[config.mk]
export PLATFORM = sky130hd
export DESIGN_NAME = alu_div_sched
export DESIGN_NICKNAME = d
export VERILOG_FILES = /design/src/rtl/alu_div_sched.sv
export SDC_FILE = /design/constraint.sdc
export NUM_CORES = 1
export LEC_CHECK = 0
export ABC_AREA = 1
export CORE_UTILIZATION = 50
export DETAILED_ROUTE_END_ITERATION = 8
export PLACE_DENSITY_LB_ADDON = 0.12
export SLEW_MARGIN = 25
export SYNTH_ARGS = -nofsm -noshare
export SYNTH_HDL_FRONTEND = slang
export SYNTH_SLANG_ARGS = --single-unit
[constraint.sdc]
create_clock -name clk -period 5.2 [get_ports clk]
set_clock_uncertainty 0.1 [all_clocks]
set_input_delay 0.52 -clock clk [delete_from_list [all_inputs] [get_ports clk]]
set_output_delay 0.52 -clock clk [all_outputs]
set_load 0.01 [all_outputs]
[src/rtl/alu_div_sched.sv]
// alu_div_sched: round-robin arbiter sharing one sequential ALU_DIV divider
// between NUM_REQ requesters. One job is in flight at a time. Every divider
// job is preceded by a one-cycle FLUSH with an inverted dividend so the
// divider always sees an operand change and restarts. Divide-by-zero is
// answered directly. A watchdog turns a hung divider into an error response.
//
// Optional feature: define ALU_DIV_SCHED_CACHE_EN to keep the last completed
// non-error job and answer an identical job without touching the divider.
module alu_div_sched #(
  parameter int NUM_REQ  = 2,
  parameter int ID_W     = 1,
  parameter int MIN_WAIT = 2,
  parameter int MAX_WAIT = 40
) (
  input  logic                    clk,
  input  logic                    rst_n,
  input  logic [NUM_REQ-1:0]      req_valid,
  output logic [NUM_REQ-1:0]      req_ready,
  input  logic [32*NUM_REQ-1:0]   req_dividend,
  input  logic [32*NUM_REQ-1:0]   req_divisor,
  output logic                    rsp_valid,
  input  logic                    rsp_ready,
  output logic [ID_W-1:0]         rsp_id,
  output logic [31:0]             rsp_quotient,
  output logic [31:0]             rsp_remainder,
  output logic                    rsp_err,
  output logic [31:0]             div_dividend,
  output logic [31:0]             div_divisor,
  input  logic                    div_done,
  input  logic [31:0]             div_quotient,
  input  logic [31:0]             div_remainder
);

  localparam int CNT_W = $clog2(MAX_WAIT + 1);

  localparam logic [1:0] S_IDLE  = 2'd0;
  localparam logic [1:0] S_FLUSH = 2'd1;
  localparam logic [1:0] S_WAIT  = 2'd2;
  localparam logic [1:0] S_RESP  = 2'd3;

  localparam logic [ID_W-1:0]  LAST_ID  = ID_W'(NUM_REQ - 1);
  localparam logic [CNT_W-1:0] MIN_CNT  = CNT_W'(MIN_WAIT);
  localparam logic [CNT_W-1:0] LAST_CNT = CNT_W'(MAX_WAIT - 1);

  logic [1:0]       state;
  logic [ID_W-1:0]  rr_ptr;
  logic [CNT_W-1:0] wait_cnt;

  logic [31:0]      cap_dividend;
  logic [31:0]      cap_divisor;

  logic             hi_any;
  logic             lo_any;
  logic [ID_W-1:0]  hi_idx;
  logic [ID_W-1:0]  lo_idx;
  logic             grant_any;
  logic [ID_W-1:0]  grant_idx;
  logic [31:0]      sel_dividend;
  logic [31:0]      sel_divisor;

  logic             accept;
  logic             done_take;
  logic             wd_expire;

  logic             cache_hit;
  logic [31:0]      cache_q;
  logic [31:0]      cache_r;

  // Round-robin pick: lowest valid index at or above rr_ptr, else lowest overall
  always_comb begin
    hi_any = 1'b0;
    lo_any = 1'b0;
    hi_idx = '0;
    lo_idx = '0;
    for (int i = NUM_REQ - 1; i >= 0; i--) begin
      if (req_valid[i]) begin
        lo_any = 1'b1;
        lo_idx = ID_W'(i);
        if (ID_W'(i) >= rr_ptr) begin
          hi_any = 1'b1;
          hi_idx = ID_W'(i);
        end
      end
    end
    grant_any = hi_any | lo_any;
    grant_idx = hi_any ? hi_idx : lo_idx;
  end

  // Operand mux for the winning requester
  always_comb begin
    sel_dividend = '0;
    sel_divisor  = '0;
    for (int i = 0; i < NUM_REQ; i++) begin
      if (grant_idx == ID_W'(i)) begin
        sel_dividend = req_dividend[32*i +: 32];
        sel_divisor  = req_divisor[32*i +: 32];
      end
    end
  end

  // One-hot grant, only while idle and never while reset is asserted
  always_comb begin
    req_ready = '0;
    if (rst_n && (state == S_IDLE) && grant_any) begin
      for (int i = 0; i < NUM_REQ; i++) begin
        if (grant_idx == ID_W'(i)) req_ready[i] = 1'b1;
      end
    end
  end

  assign accept    = (state == S_IDLE) && grant_any;
  assign done_take = (state == S_WAIT) && (wait_cnt >= MIN_CNT) && div_done;
  assign wd_expire = (state == S_WAIT) && !done_take && (wait_cnt == LAST_CNT);
  assign rsp_valid = (state == S_RESP);

`ifdef ALU_DIV_SCHED_CACHE_EN
  logic        cache_vld;
  logic [31:0] cache_dd;
  logic [31:0] cache_dv;

  assign cache_hit = cache_vld && (sel_dividend == cache_dd) && (sel_divisor == cache_dv);

  // Remember the most recent divider result that completed without timeout
  always_ff @(posedge clk or negedge rst_n) begin
    if (!rst_n) begin
      cache_vld <= 1'b0;
      cache_dd  <= '0;
      cache_dv  <= '0;
      cache_q   <= '0;
      cache_r   <= '0;
    end else if (done_take) begin
      cache_vld <= 1'b1;
      cache_dd  <= cap_dividend;
      cache_dv  <= cap_divisor;
      cache_q   <= div_quotient;
      cache_r   <= div_remainder;
    end
  end
`else
  assign cache_hit = 1'b0;
  assign cache_q   = '0;
  assign cache_r   = '0;
`endif

  // Control: FSM state, round-robin pointer and WAIT watchdog counter
  always_ff @(posedge clk or negedge rst_n) begin
    if (!rst_n) begin
      state    <= S_IDLE;
      rr_ptr   <= '0;
      wait_cnt <= '0;
    end else begin
      case (state)
        S_IDLE: begin
          if (accept) begin
            rr_ptr <= (grant_idx == LAST_ID) ? '0 : grant_idx + 1'b1;
            if ((sel_divisor == 32'd0) || cache_hit) state <= S_RESP;
            else                                     state <= S_FLUSH;
          end
        end
        S_FLUSH: begin
          wait_cnt <= '0;
          state    <= S_WAIT;
        end
        S_WAIT: begin
          if (done_take || wd_expire) state <= S_RESP;
          else                        wait_cnt <= wait_cnt + 1'b1;
        end
        default: begin
          if (rsp_ready) state <= S_IDLE;
        end
      endcase
    end
  end

  // Datapath: captured job, divider operand drive and response fields
  always_ff @(posedge clk or negedge rst_n) begin
    if (!rst_n) begin
      cap_dividend  <= '0;
      cap_divisor   <= '0;
      div_dividend  <= '0;
      div_divisor   <= '0;
      rsp_id        <= '0;
      rsp_quotient  <= '0;
      rsp_remainder <= '0;
      rsp_err       <= 1'b0;
    end else begin
      case (state)
        S_IDLE: begin
          if (accept) begin
            cap_dividend <= sel_dividend;
            cap_divisor  <= sel_divisor;
            rsp_id       <= grant_idx;
            rsp_err      <= 1'b0;
            if (sel_divisor == 32'd0) begin
              rsp_quotient  <= 32'hFFFF_FFFF;
              rsp_remainder <= sel_dividend;
            end else if (cache_hit) begin
              rsp_quotient  <= cache_q;
              rsp_remainder <= cache_r;
            end else begin
              // Inverted dividend forces the divider to see new operands
              div_dividend <= ~sel_dividend;
              div_divisor  <= sel_divisor;
            end
          end
        end
        S_FLUSH: begin
          div_dividend <= cap_dividend;
          div_divisor  <= cap_divisor;
        end
        S_WAIT: begin
          if (done_take) begin
            rsp_quotient  <= div_quotient;
            rsp_remainder <= div_remainder;
            rsp_err       <= 1'b0;
          end else if (wd_expire) begin
            rsp_quotient  <= '0;
            rsp_remainder <= '0;
            rsp_err       <= 1'b1;
          end
        end
        default: begin
        end
      endcase
    end
  end

endmodule

==> metrics.csv <==
stage;metric;value;unit
synthesis;syn_area;10400;um2
synthesis;avgSynthCellArea;7.59;um2
grt;grt_pass1_vias;9847;
sta;finalCriticalPeriod;3.80;ns
placement;place_congestion;0.843;
finish;final_core_util;71.1;%
power;pwr_density_cell;625;nW/um2
finish;diodes;0;
routing;drt_iter0_markers;716;
placement;dp.final_hpwl;21000;um
routing;via_count;10300;
die;die_area;21400;um2
sta;worst_pin_slew;0.964;ns
setup_path;criticalPathCategory;input pin to flip-flop;
setup_path;crit_path_end_kind;flip-flop;
setup_path;r2r-end;rsp_remainder[8];
routing;routedWlPerCell;16.5;um
finish;regArea;5080;um2
grt;grt_pass1_wl;51100;um
synthesis;synth_cell_types;27;
grt;track_usage;29.5;%
setup_path;worstRegToRegCells;14;
setup_path;cp_data_arrival_time;4.08;ns
synthesis;async_reset_ff_share;100;%
min_path;min_from;div_divisor[31];
synthesis;synthCells;1374;
setup_path;critical_path_required;5.48;ns
synthesis;synth_compound_area_share;7.09;%
min_path;hold_path_depth;2;
synthesis;synth_simple_gate_area_share;33.6;%
clock_network;clkLatencyLatePin;0.50;ns
die;initial_core_util;51.2;%
synthesis;ys_seq_area_share;48.7;%
synthesis;synth_top_family_by_area;simple AND/OR/NAND/NOR gates;
die;fp.dieH;146;um
sta;setup_tns;0;ns
die;io_pins;331;
finish;multi_input_area;4700;um2
grt;grt-ovfl-total;0;
synthesis;ys_ff_latch;203;
sta;rsz0062_at_grt;no;
setup_path;critPathMaxFanout;64;
sta;finalSetupViolCount;0;
setup_path;rr_startpoint;rr_ptr;
placement;port_buffers;330;
sta;relSlewSlack;35.8;%
synthesis;synth_xor_area_share;0.168;%
synthesis;yosysWarnings;0;
sta;whs;0.369;ns
die;coreArea;20400;um2
synthesis;synth_mux_area_share;3.07;%
clock_network;cts_tree;yes;
sta;drv_slew;0;
synthesis;synth_edf_count;0;
power;finalPower;9.04;mW
die;rows;52;
power;peakVddDrop;458;uV
die;fp.dieW;146;um
min_path;worst_hold_path.endpoint;div_divisor[31];
routing;routed_wl;31800;um
finish;drive_above_1_share;3.86;%
grt;antenna_found_initial;0;
finish;areaGrowthSynthToFinish;38.9;%
synthesis;synth_fp_nets;1578;
synthesis;synthFlopType;dfrtp_1;
min_path;hold_path_class;flip-flop to flip-flop;
sta;hold_viol_final;0;
grt;grt_start_max_net_pins;132;
sta;fin_crit_sh;73.1;%
routing;drtPass1Iterations;5;
run;maxCapViolCount;0;
outcome;status;complete, no violations;
routing;drc;0;
routing;postRouteAntennaNets;0;
setup_path;r2r_setup_slack;1.47;ns
finish;nNetsFinal;1846;
routing;viasPerCell;5.35;
clock_network;clockBufferDepth;3;
clock_network;postCtsSetupRepairBufs;0;
finish;num-fill-cells;1653;
power;leakagePower;6.93;nW
clock_network;clock-sinks;203;
clock_network;path_clk_slew;0.06;ns
clock_network;htree_levels;1;
sta;fmax;263;MHz
clock_network;root_buffer;clkbuf_16;
synthesis;yosys.area_share.adder;0.720;%
setup_path;start_kind;input pin;
clock_network;cts_inserted_buffers;22;
[kinds of logic (layout without fill, tap and decap cells)]
| logic type | Yosys count | in the layout |
|---|---|---|
| compound gates | 146 | 146 |
| xor+xnor | 2 | 2 |
| fa+ha+maj | 6 | 6 |
| buf+inv | 150 | 434 |
| flops | 203 | 203 |
| mux | 32 | 32 |
| simple gates | 835 | 835 |
[through the flow]
step	std cells	instance area [um2]	setup WS, ns
floorplan	1374	10400	3.09
global placement	1887	13700	0.996
CTS	1928	14500	1.45
finish	1928	14500	1.40
detailed placement	1887	13700	0.942
global route	1928	14500	1.11
[report_power, final]
part / total, mW / switching (mW) / internal (mW)
Sequential: 2.82 / 0.437 / 2.38
Clock: 1.56 / 0.647 / 0.909
Combinational: 4.67 / 2.77 / 1.89
Total: 9.04 / 3.86 / 5.19
[sequential cells by signal (all words and copies together), names as in the netlist]
name	flops
cap_dividend	32
cap_divisor	32
div_dividend	32
div_divisor	32
rr_ptr	1
rsp_err	1
rsp_id	1
rsp_quotient	32
rsp_remainder	32
state	2
wait_cnt	6
[area by class of cell]
cell class	count	area share [%]
flip-flops and latches	203	35.1
multi-input cells	1021	32.4
repair buffers	345	23.8
inverters	49	1.31
clock buffers	29	4.34
clock inverters	11	0.709
well taps	270	2.33
[worst max-delay path: stages]
cell             delay [ns]
clkdlybuf4s50_1        0.44
nand2_2                0.43
nand2_4                0.44
o21ai_1                0.38
nand2_1                0.08
nor2_1                 0.24
nand2_1                0.09
nor2_1                 0.17
nand2_1                0.10
nand2_2                0.49
nand2_2                0.07
buf_4                  0.37
nand2_1                0.16
nand2_1                0.05
[layer usage]
| layer | up-vias | GRT usage [%] | wire (um) | share of wire [%] |
|---|---|---|---|---|
| met5 | - | 0 | 0 | 0 |
| met4 | 0 | 9.84 | 974 | 3.1 |
| met3 | 63 | 4.31 | 2200 | 6.9 |
| met2 | 415 | 51.1 | 15900 | 50 |
| met1 | 4866 | 37.9 | 12700 | 40 |
| li1 | 4963 | - | - | - |
[what timing repair did]
action | CTS | global route
hold buffers | 1 | 0
setup endpoints to repair | 0 | 0
resized for setup | 0 | 0
endpoints found under the hold margin | 59 | 0
[cell usage after synthesis, drive strengths merged (2+ instances only)]
master  number  area share, %
nand2      586             21
dfrtp      203             49
nand3      196            9.4
o21ai      139            6.7
clkbuf      51            1.8
buf         50            3.0
inv         48            1.7
mux2i       32            3.1
nand3b      27            1.9
nor2        23           0.83
ha           6           0.72
a21oi        3           0.14
xor2         2           0.17
[worst max path at each step]
stage	slack, ns	end	startpoint	cells after the start
6_report	1.40	rsp_remainder[8]	req_valid[0]	14
5_1_grt	1.11	rsp_remainder[11]	req_valid[0]	14
4_1_cts	1.45	rsp_quotient[25]	req_valid[0]	13
3_5_place_dp	0.94	rsp_remainder[23]	req_valid[0]	13
3_3_place_gp	1.0	rsp_remainder[30]	req_valid[0]	13
2_1_floorplan	3.09	div_divisor[10]	req_valid[0]	14
[layout by cell type, fill, tap and decap left out, types with 2 or more instances in the layout]
master | netlist | layout
dfrtp_1 | 203 | 203
buf_4 | 14 | 11
nand3b_1 | 27 | 27
clkbuf_8 | 0 | 3
ha_1 | 6 | 4
nand3_1 | 196 | 195
a21oi_1 | 3 | 3
inv_4 | 0 | 2
clkinv_4 | 0 | 4
inv_1 | 46 | 46
clkbuf_16 | 0 | 23
nor2_1 | 23 | 22
clkinv_2 | 0 | 3
clkdlybuf4s50_1 | 0 | 329
clkbuf_1 | 51 | 3
mux2i_1 | 32 | 32
buf_6 | 6 | 2
o21ai_0 | 137 | 136
xor2_1 | 2 | 2
nand2_1 | 582 | 581
nand2_2 | 4 | 4
o21ai_1 | 2 | 2
clkinvlp_4 | 0 | 3
(Power assumes the default switching activity.)
